`src/rtl/acorn128_aead_if.sv`:
```
// Request/response bundle between the ACORN top level and its datapath core.
// The master drives the job; the slave (core) returns results.
interface acorn128_aead_if #(
    parameter int AD_BITS  = 128,
    parameter int MSG_BITS = 128
);
    logic                start_in;
    logic                decrypt_in;
    logic [127:0]        key_in;
    logic [127:0]        iv_in;
    logic [AD_BITS-1:0]  ad_in;
    logic [MSG_BITS-1:0] data_in;
    logic [127:0]        tag_in;
    logic                busy_out;
    logic                done_out;
    logic [MSG_BITS-1:0] data_out;
    logic [127:0]        tag_out;
    logic                tag_ok_out;

    modport master (
        output start_in, decrypt_in, key_in, iv_in, ad_in, data_in, tag_in,
        input  busy_out, done_out, data_out, tag_out, tag_ok_out
    );

    modport slave (
        input  start_in, decrypt_in, key_in, iv_in, ad_in, data_in, tag_in,
        output busy_out, done_out, data_out, tag_out, tag_ok_out
    );
endinterface

```
`src/rtl/acorn128_aead_core.sv`:
```
// ACORN-128 v3 single-block AEAD datapath: STEP_W state-update steps per
// clock on one 293-bit state, sequenced INIT -> AD -> MSG -> FIN.
module acorn128_aead_core #(
    parameter int STEP_W   = 8,
    parameter int AD_BITS  = 128,
    parameter int MSG_BITS = 128
) (
    input logic            clk,
    input logic            rst_n,
    acorn128_aead_if.slave bus
);
    localparam int AD_P  = AD_BITS + 256;
    localparam int MSG_P = MSG_BITS + 256;
    localparam int BIG   = (AD_P > MSG_P) ? AD_P : MSG_P;
    localparam int MAXP  = (BIG > 1792) ? BIG : 1792;
    localparam int PW    = $clog2(MAXP + 1);
    localparam int CW    = $clog2(MAXP / STEP_W);

    localparam logic [CW-1:0] INIT_LAST = CW'(1792 / STEP_W - 1);
    localparam logic [CW-1:0] AD_LAST   = CW'(AD_P / STEP_W - 1);
    localparam logic [CW-1:0] MSG_LAST  = CW'(MSG_P / STEP_W - 1);
    localparam logic [CW-1:0] FIN_LAST  = CW'(768 / STEP_W - 1);
    localparam logic [CW-1:0] C_ONE     = CW'(1);
    localparam logic [PW-1:0] P_STEP    = PW'(STEP_W);
    localparam logic [PW-1:0] P128      = PW'(128);
    localparam logic [PW-1:0] P256      = PW'(256);
    localparam logic [PW-1:0] P640      = PW'(640);
    localparam logic [PW-1:0] AD_END    = PW'(AD_BITS);
    localparam logic [PW-1:0] AD_CA     = PW'(AD_BITS + 128);
    localparam logic [PW-1:0] MSG_END   = PW'(MSG_BITS);
    localparam logic [PW-1:0] MSG_CA    = PW'(MSG_BITS + 128);

    typedef enum logic [2:0] {S_IDLE, S_INIT, S_AD, S_MSG, S_FIN} state_e;

    function automatic logic maj(input logic x, input logic y, input logic z);
        return (x & y) ^ (x & z) ^ (y & z);
    endfunction

    function automatic logic ch(input logic x, input logic y, input logic z);
        return (x & y) ^ (~x & z);
    endfunction

    // Six LFSR taps, updated in order so each uses the older neighbour.
    function automatic logic [292:0] lfsr_upd(input logic [292:0] s);
        logic [292:0] t;
        t      = s;
        t[289] = t[289] ^ t[235] ^ t[230];
        t[230] = t[230] ^ t[196] ^ t[193];
        t[193] = t[193] ^ t[160] ^ t[154];
        t[154] = t[154] ^ t[111] ^ t[107];
        t[107] = t[107] ^ t[66] ^ t[61];
        t[61]  = t[61] ^ t[23] ^ t[0];
        return t;
    endfunction

    state_e               st_q, st_d;
    logic [CW-1:0]        cnt_q, cnt_d;
    logic [PW-1:0]        pos_q, pos_d;
    logic [292:0]         s_q, s_d;
    logic [127:0]         key_q, key_d;
    logic [127:0]         iv_q, iv_d;
    logic [AD_BITS-1:0]   ad_q, ad_d;
    logic [MSG_BITS-1:0]  msg_q, msg_d;
    logic [127:0]         tin_q, tin_d;
    logic [127:0]         tg_q, tg_d;
    logic                 dec_q, dec_d;
    logic                 busy_q, busy_d;
    logic                 done_q, done_d;
    logic [MSG_BITS-1:0]  dout_q, dout_d;
    logic [127:0]         tout_q, tout_d;
    logic                 ok_q, ok_d;

    logic [292:0]         s_w, t_w;
    logic [STEP_W-1:0]    ks_v, out_v;
    logic                 ks_w, mk_w, ob_w, ca_w, cb_w;
    logic                 key_rgn, ad_live, msg_live;

    assign key_rgn  = (pos_q < P128) || (pos_q >= P256);
    assign ad_live  = pos_q < AD_END;
    assign msg_live = pos_q < MSG_END;

    always_comb begin
        ca_w = 1'b1;
        cb_w = 1'b1;
        unique case (1'b1)
            st_q == S_AD:  ca_w = pos_q < AD_CA;
            st_q == S_MSG: begin
                ca_w = pos_q < MSG_CA;
                cb_w = 1'b0;
            end
            default: ;
        endcase
    end

    // Unrolled STEP_W steps; step k sees the state left by step k-1.
    always_comb begin
        s_w   = s_q;
        t_w   = s_q;
        ks_v  = '0;
        out_v = '0;
        ks_w  = 1'b0;
        mk_w  = 1'b0;
        ob_w  = 1'b0;
        for (int k = 0; k < STEP_W; k++) begin
            t_w  = lfsr_upd(s_w);
            ks_w = t_w[12] ^ t_w[154] ^ maj(t_w[235], t_w[61], t_w[193])
                 ^ ch(t_w[230], t_w[111], t_w[66]);
            ob_w = 1'b0;
            mk_w = 1'b0;
            case (st_q)
                S_INIT: mk_w = (key_rgn ? key_q[k] : iv_q[k])
                             ^ ((k == 0) && (pos_q == P256));
                S_AD: mk_w = ad_live ? ad_q[k]
                                     : ((k == 0) && (pos_q == AD_END));
                S_MSG: begin
                    if (msg_live) begin
                        ob_w = msg_q[k] ^ ks_w;
                        mk_w = dec_q ? ob_w : msg_q[k];
                    end else begin
                        mk_w = (k == 0) && (pos_q == MSG_END);
                    end
                end
                default: mk_w = 1'b0;
            endcase
            ks_v[k]  = ks_w;
            out_v[k] = ob_w;
            s_w = {t_w[0] ^ ~t_w[107] ^ maj(t_w[244], t_w[23], t_w[160])
                   ^ (ca_w & t_w[196]) ^ (cb_w & ks_w) ^ mk_w, t_w[292:1]};
        end
    end

    always_comb begin
        st_d   = st_q;
        cnt_d  = cnt_q;
        pos_d  = pos_q;
        s_d    = s_q;
        key_d  = key_q;
        iv_d   = iv_q;
        ad_d   = ad_q;
        msg_d  = msg_q;
        tin_d  = tin_q;
        tg_d   = tg_q;
        dec_d  = dec_q;
        busy_d = busy_q;
        done_d = 1'b0;
        dout_d = dout_q;
        tout_d = tout_q;
        ok_d   = ok_q;
        if (st_q == S_IDLE) begin
            if (bus.start_in) begin
                st_d   = S_INIT;
                cnt_d  = INIT_LAST;
                pos_d  = '0;
                s_d    = '0;
                key_d  = bus.key_in;
                iv_d   = bus.iv_in;
                ad_d   = bus.ad_in;
                msg_d  = bus.data_in;
                tin_d  = bus.tag_in;
                tg_d   = '0;
                dec_d  = bus.decrypt_in;
                busy_d = 1'b1;
            end
        end else begin
            s_d   = s_w;
            pos_d = pos_q + P_STEP;
            cnt_d = cnt_q - C_ONE;
            // Consumed input bits shift out; MSG output bits refill from the top.
            unique case (st_q)
                S_INIT: begin
                    if (key_rgn) key_d = {key_q[STEP_W-1:0], key_q[127:STEP_W]};
                    else         iv_d  = iv_q >> STEP_W;
                end
                S_AD:  if (ad_live) ad_d = ad_q >> STEP_W;
                S_MSG: if (msg_live) msg_d = MSG_BITS'({out_v, msg_q} >> STEP_W);
                default: if (pos_q >= P640) tg_d = 128'({ks_v, tg_q} >> STEP_W);
            endcase
            if (cnt_q == '0) begin
                pos_d = '0;
                unique case (st_q)
                    S_INIT: begin st_d = S_AD;  cnt_d = AD_LAST;  end
                    S_AD:   begin st_d = S_MSG; cnt_d = MSG_LAST; end
                    S_MSG:  begin st_d = S_FIN; cnt_d = FIN_LAST; end
                    default: begin
                        st_d   = S_IDLE;
                        busy_d = 1'b0;
                        done_d = 1'b1;
                        dout_d = msg_q;
                        tout_d = tg_d;
                        ok_d   = dec_q & (tg_d == tin_q);
                    end
                endcase
            end
        end
    end

    always_ff @(posedge clk) begin
        if (!rst_n) begin
            st_q   <= S_IDLE;
            cnt_q  <= '0;
            pos_q  <= '0;
            s_q    <= '0;
            key_q  <= '0;
            iv_q   <= '0;
            ad_q   <= '0;
            msg_q  <= '0;
            tin_q  <= '0;
            tg_q   <= '0;
            dec_q  <= 1'b0;
            busy_q <= 1'b0;
            done_q <= 1'b0;
            dout_q <= '0;
            tout_q <= '0;
            ok_q   <= 1'b0;
        end else begin
            st_q   <= st_d;
            cnt_q  <= cnt_d;
            pos_q  <= pos_d;
            s_q    <= s_d;
            key_q  <= key_d;
            iv_q   <= iv_d;
            ad_q   <= ad_d;
            msg_q  <= msg_d;
            tin_q  <= tin_d;
            tg_q   <= tg_d;
            dec_q  <= dec_d;
            busy_q <= busy_d;
            done_q <= done_d;
            dout_q <= dout_d;
            tout_q <= tout_d;
            ok_q   <= ok_d;
        end
    end

    assign bus.busy_out   = busy_q;
    assign bus.done_out   = done_q;
    assign bus.data_out   = dout_q;
    assign bus.tag_out    = tout_q;
    assign bus.tag_ok_out = ok_q;
endmodule

```
`src/flat_wrapper.sv`:
```
// flat-port wrapper written by rule: the top's interface ports become plain ports
module acorn128_aead_core_flat 
#(
    parameter int STEP_W   = 8,
    parameter int AD_BITS  = 128,
    parameter int MSG_BITS = 128
)
  (clk, rst_n, bus_start_in, bus_decrypt_in, bus_key_in, bus_iv_in, bus_ad_in, bus_data_in, bus_tag_in, bus_busy_out, bus_done_out, bus_data_out, bus_tag_out, bus_tag_ok_out);
  acorn128_aead_if #(.AD_BITS(AD_BITS), .MSG_BITS(MSG_BITS)) bus_i ();
  input logic clk;
  input logic rst_n;
  input wire logic [$bits(bus_i.start_in)-1:0] bus_start_in;
  input wire logic [$bits(bus_i.decrypt_in)-1:0] bus_decrypt_in;
  input wire logic [$bits(bus_i.key_in)-1:0] bus_key_in;
  input wire logic [$bits(bus_i.iv_in)-1:0] bus_iv_in;
  input wire logic [$bits(bus_i.ad_in)-1:0] bus_ad_in;
  input wire logic [$bits(bus_i.data_in)-1:0] bus_data_in;
  input wire logic [$bits(bus_i.tag_in)-1:0] bus_tag_in;
  output wire logic [$bits(bus_i.busy_out)-1:0] bus_busy_out;
  output wire logic [$bits(bus_i.done_out)-1:0] bus_done_out;
  output wire logic [$bits(bus_i.data_out)-1:0] bus_data_out;
  output wire logic [$bits(bus_i.tag_out)-1:0] bus_tag_out;
  output wire logic [$bits(bus_i.tag_ok_out)-1:0] bus_tag_ok_out;
  assign bus_i.start_in = bus_start_in;
  assign bus_i.decrypt_in = bus_decrypt_in;
  assign bus_i.key_in = bus_key_in;
  assign bus_i.iv_in = bus_iv_in;
  assign bus_i.ad_in = bus_ad_in;
  assign bus_i.data_in = bus_data_in;
  assign bus_i.tag_in = bus_tag_in;
  assign bus_busy_out = bus_i.busy_out;
  assign bus_done_out = bus_i.done_out;
  assign bus_data_out = bus_i.data_out;
  assign bus_tag_out = bus_i.tag_out;
  assign bus_tag_ok_out = bus_i.tag_ok_out;
  acorn128_aead_core #(.STEP_W(STEP_W), .AD_BITS(AD_BITS), .MSG_BITS(MSG_BITS)) u_core (.clk(clk), .rst_n(rst_n), .bus(bus_i));
endmodule
```
`config.mk`:
```
export PLATFORM = sky130hd
export DESIGN_NAME = acorn128_aead_core_flat
export DESIGN_NICKNAME = d
export VERILOG_FILES = /design/src/rtl/acorn128_aead_if.sv /design/src/rtl/acorn128_aead_core.sv /design/src/flat_wrapper.sv
export SDC_FILE = /design/constraint.sdc
export NUM_CORES = 2
export LEC_CHECK = 0
export CORE_UTILIZATION = 35
export DETAILED_ROUTE_END_ITERATION = 6
export HOLD_SLACK_MARGIN = 0.12
export PLACE_DENSITY_LB_ADDON = 0.08
export SLEW_MARGIN = 20
export SYNTH_ARGS = -nofsm -noshare
export SYNTH_HDL_FRONTEND = slang
export SYNTH_SLANG_ARGS = --single-unit
```
`constraint.sdc`:
```
create_clock -name clk -period 2.6 [get_ports clk]
set_clock_uncertainty 0.05 [all_clocks]
set_input_delay 0.52 -clock clk [delete_from_list [all_inputs] [get_ports clk]]
set_output_delay 0.52 -clock clk [all_outputs]
set_load 0.02 [all_outputs]
```
==> impl_metrics.toml <==
[power_and_ir_drop]
design_internal_power_mw = 39.4
sw_frac_of_total_pct = 30.5
logic_pwr_share_pct = 18.8
clock_power_share_pct = 39.6
leakagePower_nw = 27.4
seqPwrFrac_pct = 41.6
vdd_ir_drop_max_uv = 813
powerDensity_nw_per_um2 = 734
power_switching_mw = 17.3

[finish]
layout-area-overhead-vs-synth_pct = 37.0
drive_above_1_share_pct = 11.9
fillers = 15700
finalNetCount = 8577
utilization_pct = 48.5

[floorplan]
boundaryPins = 903
floorplan.die_area_um2 = 163000
placementRows = 146
fp.dieH_um = 404
initial_core_utilization_pct = 35.4
core_um2 = 159000
die_width_um = 404

[synthesis]
synth.top_cells.by_area = "dfxtp_1, nand2_1, a311oi_1, nor2_1, a21oi_1"
synthCells = 6915
synth_most_common_cell = "nand2_1"
yosysSeqAreaShare_pct = 47.5
synth_seq_cells = 1340
postSynthNetCount = 7561
synth_cell_types = 63
syn_area_um2 = 56400
yosysTopAreaCellShare_pct = 47.5
postSynth.asyncResetShare_pct = 0
edff_count_synth = 0
synthDominantAreaCellType = "dfxtp_1"
dominantRegCellSynth = "dfxtp_1"
mean_area_per_synthesized_cell_um2 = 8.16
yosys_warnings = 0
synthTopCellsByCount = "nand2_1, dfxtp_1, nor2_1, clkbuf_1, a311oi_1"

[setup_path]
timing.critical_path.fanout_max = 8
critical_path.startpoint_type = "flop"
worst_ep_required_time_ns = 3.27
setup.worst_path.class = "reg -> reg"
cp-end-kind = "flop"
cp_data_arrival_time_ns = 3.56

[global_routing]
initial_antenna_violation_count = 54
grt_pass1_vias = 51300
grt_first_pass_wirelength_mm = 361
grt_overflow_total = 0
grtUsageMet1_pct = 39.8
busiest_layer = "met2"
grt_start_max_net_pins = 192
groute.layer.met3.usage_pct = 5.29
global_route.usage.met2_pct = 47.9
global_route.usage.total_pct = 29.8

[sta]
max_slew_margin_pct = 29.3
min_period_ns = 2.89
slew_violations = 0
setup_tns_ns = -0.342
finalSetupViolCount = 3
slew_at_the_pin_with_the_worst_max_slew_slack_ns = 1.06
timing.final.hold_violations = 0
hold_slack_ns = 0.231
max_freq_mhz = 346
rsz0062_at_grt = "yes"
layout_worst_path_cycle_share_pct = 111
timing.final.ws_setup_ns = -0.294

[flow_run]
maxcap_violations = 0

[route]
routed_wirelength_mm = 254
drt_iter0_drc = 5105
via_per_inst = 5.36
detail_route.drc_violations = 0
drt.antenna.violating_nets = 0
detail_route.wl_per_cell_um = 24.8
routed-via-count = 54900
drt_pass1_iterations = 5

[placement]
gp_routability_congestion = 0.972
dp_worst_setup_slack_ns = -0.622
buffer_ports.inserted = 902
detailedPlacementHpwl_mm = 186

[min_path]
worst_hold_path_type = "in -> reg"

[cts]
cts-root-to-sink-buffers = 3
cts_root_buffer = "clkbuf_16"
cts_made_buffers = 152
clock_latency_ns = 0.80
h-tree-depth = 4
path_clk_slew_ns = 0.06
cts_sinks = 1340
cts_tree = "yes"

[run_status]
violated_checks = "setup timing"
run_status = "finished with violations"
-- timing repair --
item,in CTS,in global routing
hold buffers,1,0
endpoints found under the hold margin,3,0
buffers inserted,23,24
pin swaps,32,34
gates resized for setup,108,70
endpoints found under the setup margin,26,236
gates cloned,1,7
-- flip-flops by register name, summed over array words and instances (netlist names), 3 cells and up --
register and count:
u_core.st_q 3, u_core.iv_q 128, u_core.tg_q 128, u_core.bus.data_out 128
u_core.key_q 128, u_core.cnt_q 8, u_core.msg_q 128, u_core.s_q 293
u_core.ad_q 128, u_core.bus.tag_out 128, u_core.tin_q 128, u_core.pos_q 8
-- power groups by stage --
stage / logic [mW] / registers, mW / clock network, mW
after floorplan: 6.18 / 23.4 / 0
final: 10.7 / 23.6 / 22.5
after global placement: 10.2 / 24.0 / 0
after CTS: 10.4 / 23.6 / 22.9
after global routing: 11.6 / 23.8 / 23.7
after detailed placement: 10.3 / 24.0 / 0
-- routing by layer --
layer  wire (um)  vias to the layer above
li1            -                    26000
met1      110000                    26600
met2      118000                     1879
met3       16900                      379
met4        8860                       14
met5          91                        -
-- worst max-delay path: stages, from the launching register on --
cell,delay (ns)
dfxtp_2,0.32
o21a_1,0.20
o21a_4,0.27
buf_12,0.17
buf_12,0.15
mux2i_4,0.20
xnor2_2,0.17
nor4_4,0.33
buf_4,0.16
nand4_1,0.11
buf_4,0.18
nor4_4,0.27
nand4_1,0.13
o21ai_1,0.12
-- stage by stage --
step	total power, mW	area (um2)	std cells
floorplan	29.6	56400	6915
global placement	34.2	70700	9870
detailed placement	34.3	70700	9870
CTS	56.8	76600	10200
global route	59.1	77300	10200
finish	56.8	77300	10200
-- layout by cell type, fill, tap and decap left out, types with 10 or more instances in the layout --
cell type / instances
inv_1: 37
a31oi_1: 27
a311oi_1: 495
a21oi_1: 446
buf_4: 472
clkbuf_8: 41
a21boi_0: 104
nand4_1: 17
a211oi_1: 128
buf_6: 16
nor2_1: 753
mux2i_4: 11
nand3_1: 172
nor3_1: 13
maj3_1: 13
nand3b_1: 106
xnor3_1: 12
xnor2_1: 134
buf_12: 75
o22ai_1: 19
dfxtp_1: 1315
o21ai_0: 33
clkinv_2: 23
a22oi_1: 145
dfxtp_2: 22
xnor3_2: 10
clkdlybuf4s50_1: 894
clkbuf_16: 163
mux2i_1: 99
mux2i_2: 17
nor4_1: 11
clkbuf_1: 35
xnor2_2: 10
diode_2: 27
nor2b_1: 119
and2_1: 14
nand2_1: 1821
xor2_1: 50
-- layout make-up --
type,instances,area [um2],area share [%]
inverters,39,159,0.206
clock buffers,233,4620,5.98
diodes,27,67.6,0.0874
multi-input cells,4923,27800,36.0
well taps,2146,2690,3.47
repair buffers,1475,14500,18.8
flip-flops and latches,1340,26900,34.7
clock inverters,45,592,0.765
-- cell families after synthesis --
| kind of cell | after synthesis | synth area share (%) |
|---|---|---|
| AO/OA/AOI/OAI | 1465 | 18.5 |
| XOR/XNOR | 231 | 4.35 |
| adder cells (fa/ha/maj) | 18 | 0.328 |
| buffers and inverters | 653 | 4.50 |
| flip-flops | 1340 | 47.5 |
| multiplexers | 127 | 2.27 |
| AND/OR/NAND/NOR | 3081 | 22.6 |
-- path summary, 6_finish.rpt --
kind / startpoint / endpoint / slack [ns] / cells past startpoint
max: u_core.pos_q[8]$_SDFFE_PN0P_ / u_core.bus.tag_ok_out$_SDFFE_PN0P_ / -0.29 / 13
max reg2reg: u_core.pos_q[8]$_SDFFE_PN0P_ / u_core.bus.tag_ok_out$_SDFFE_PN0P_ / -0.29 / 13
min reg2reg: u_core.s_q[131]$_SDFFE_PN0P_ / u_core.s_q[123]$_SDFFE_PN0P_ / 0.39 / 2
min: bus_tag_in[16] / u_core.tin_q[16]$_SDFFE_PN0P_ / 0.23 / 3
Note: power is estimated with default switching activity, not from simulation.
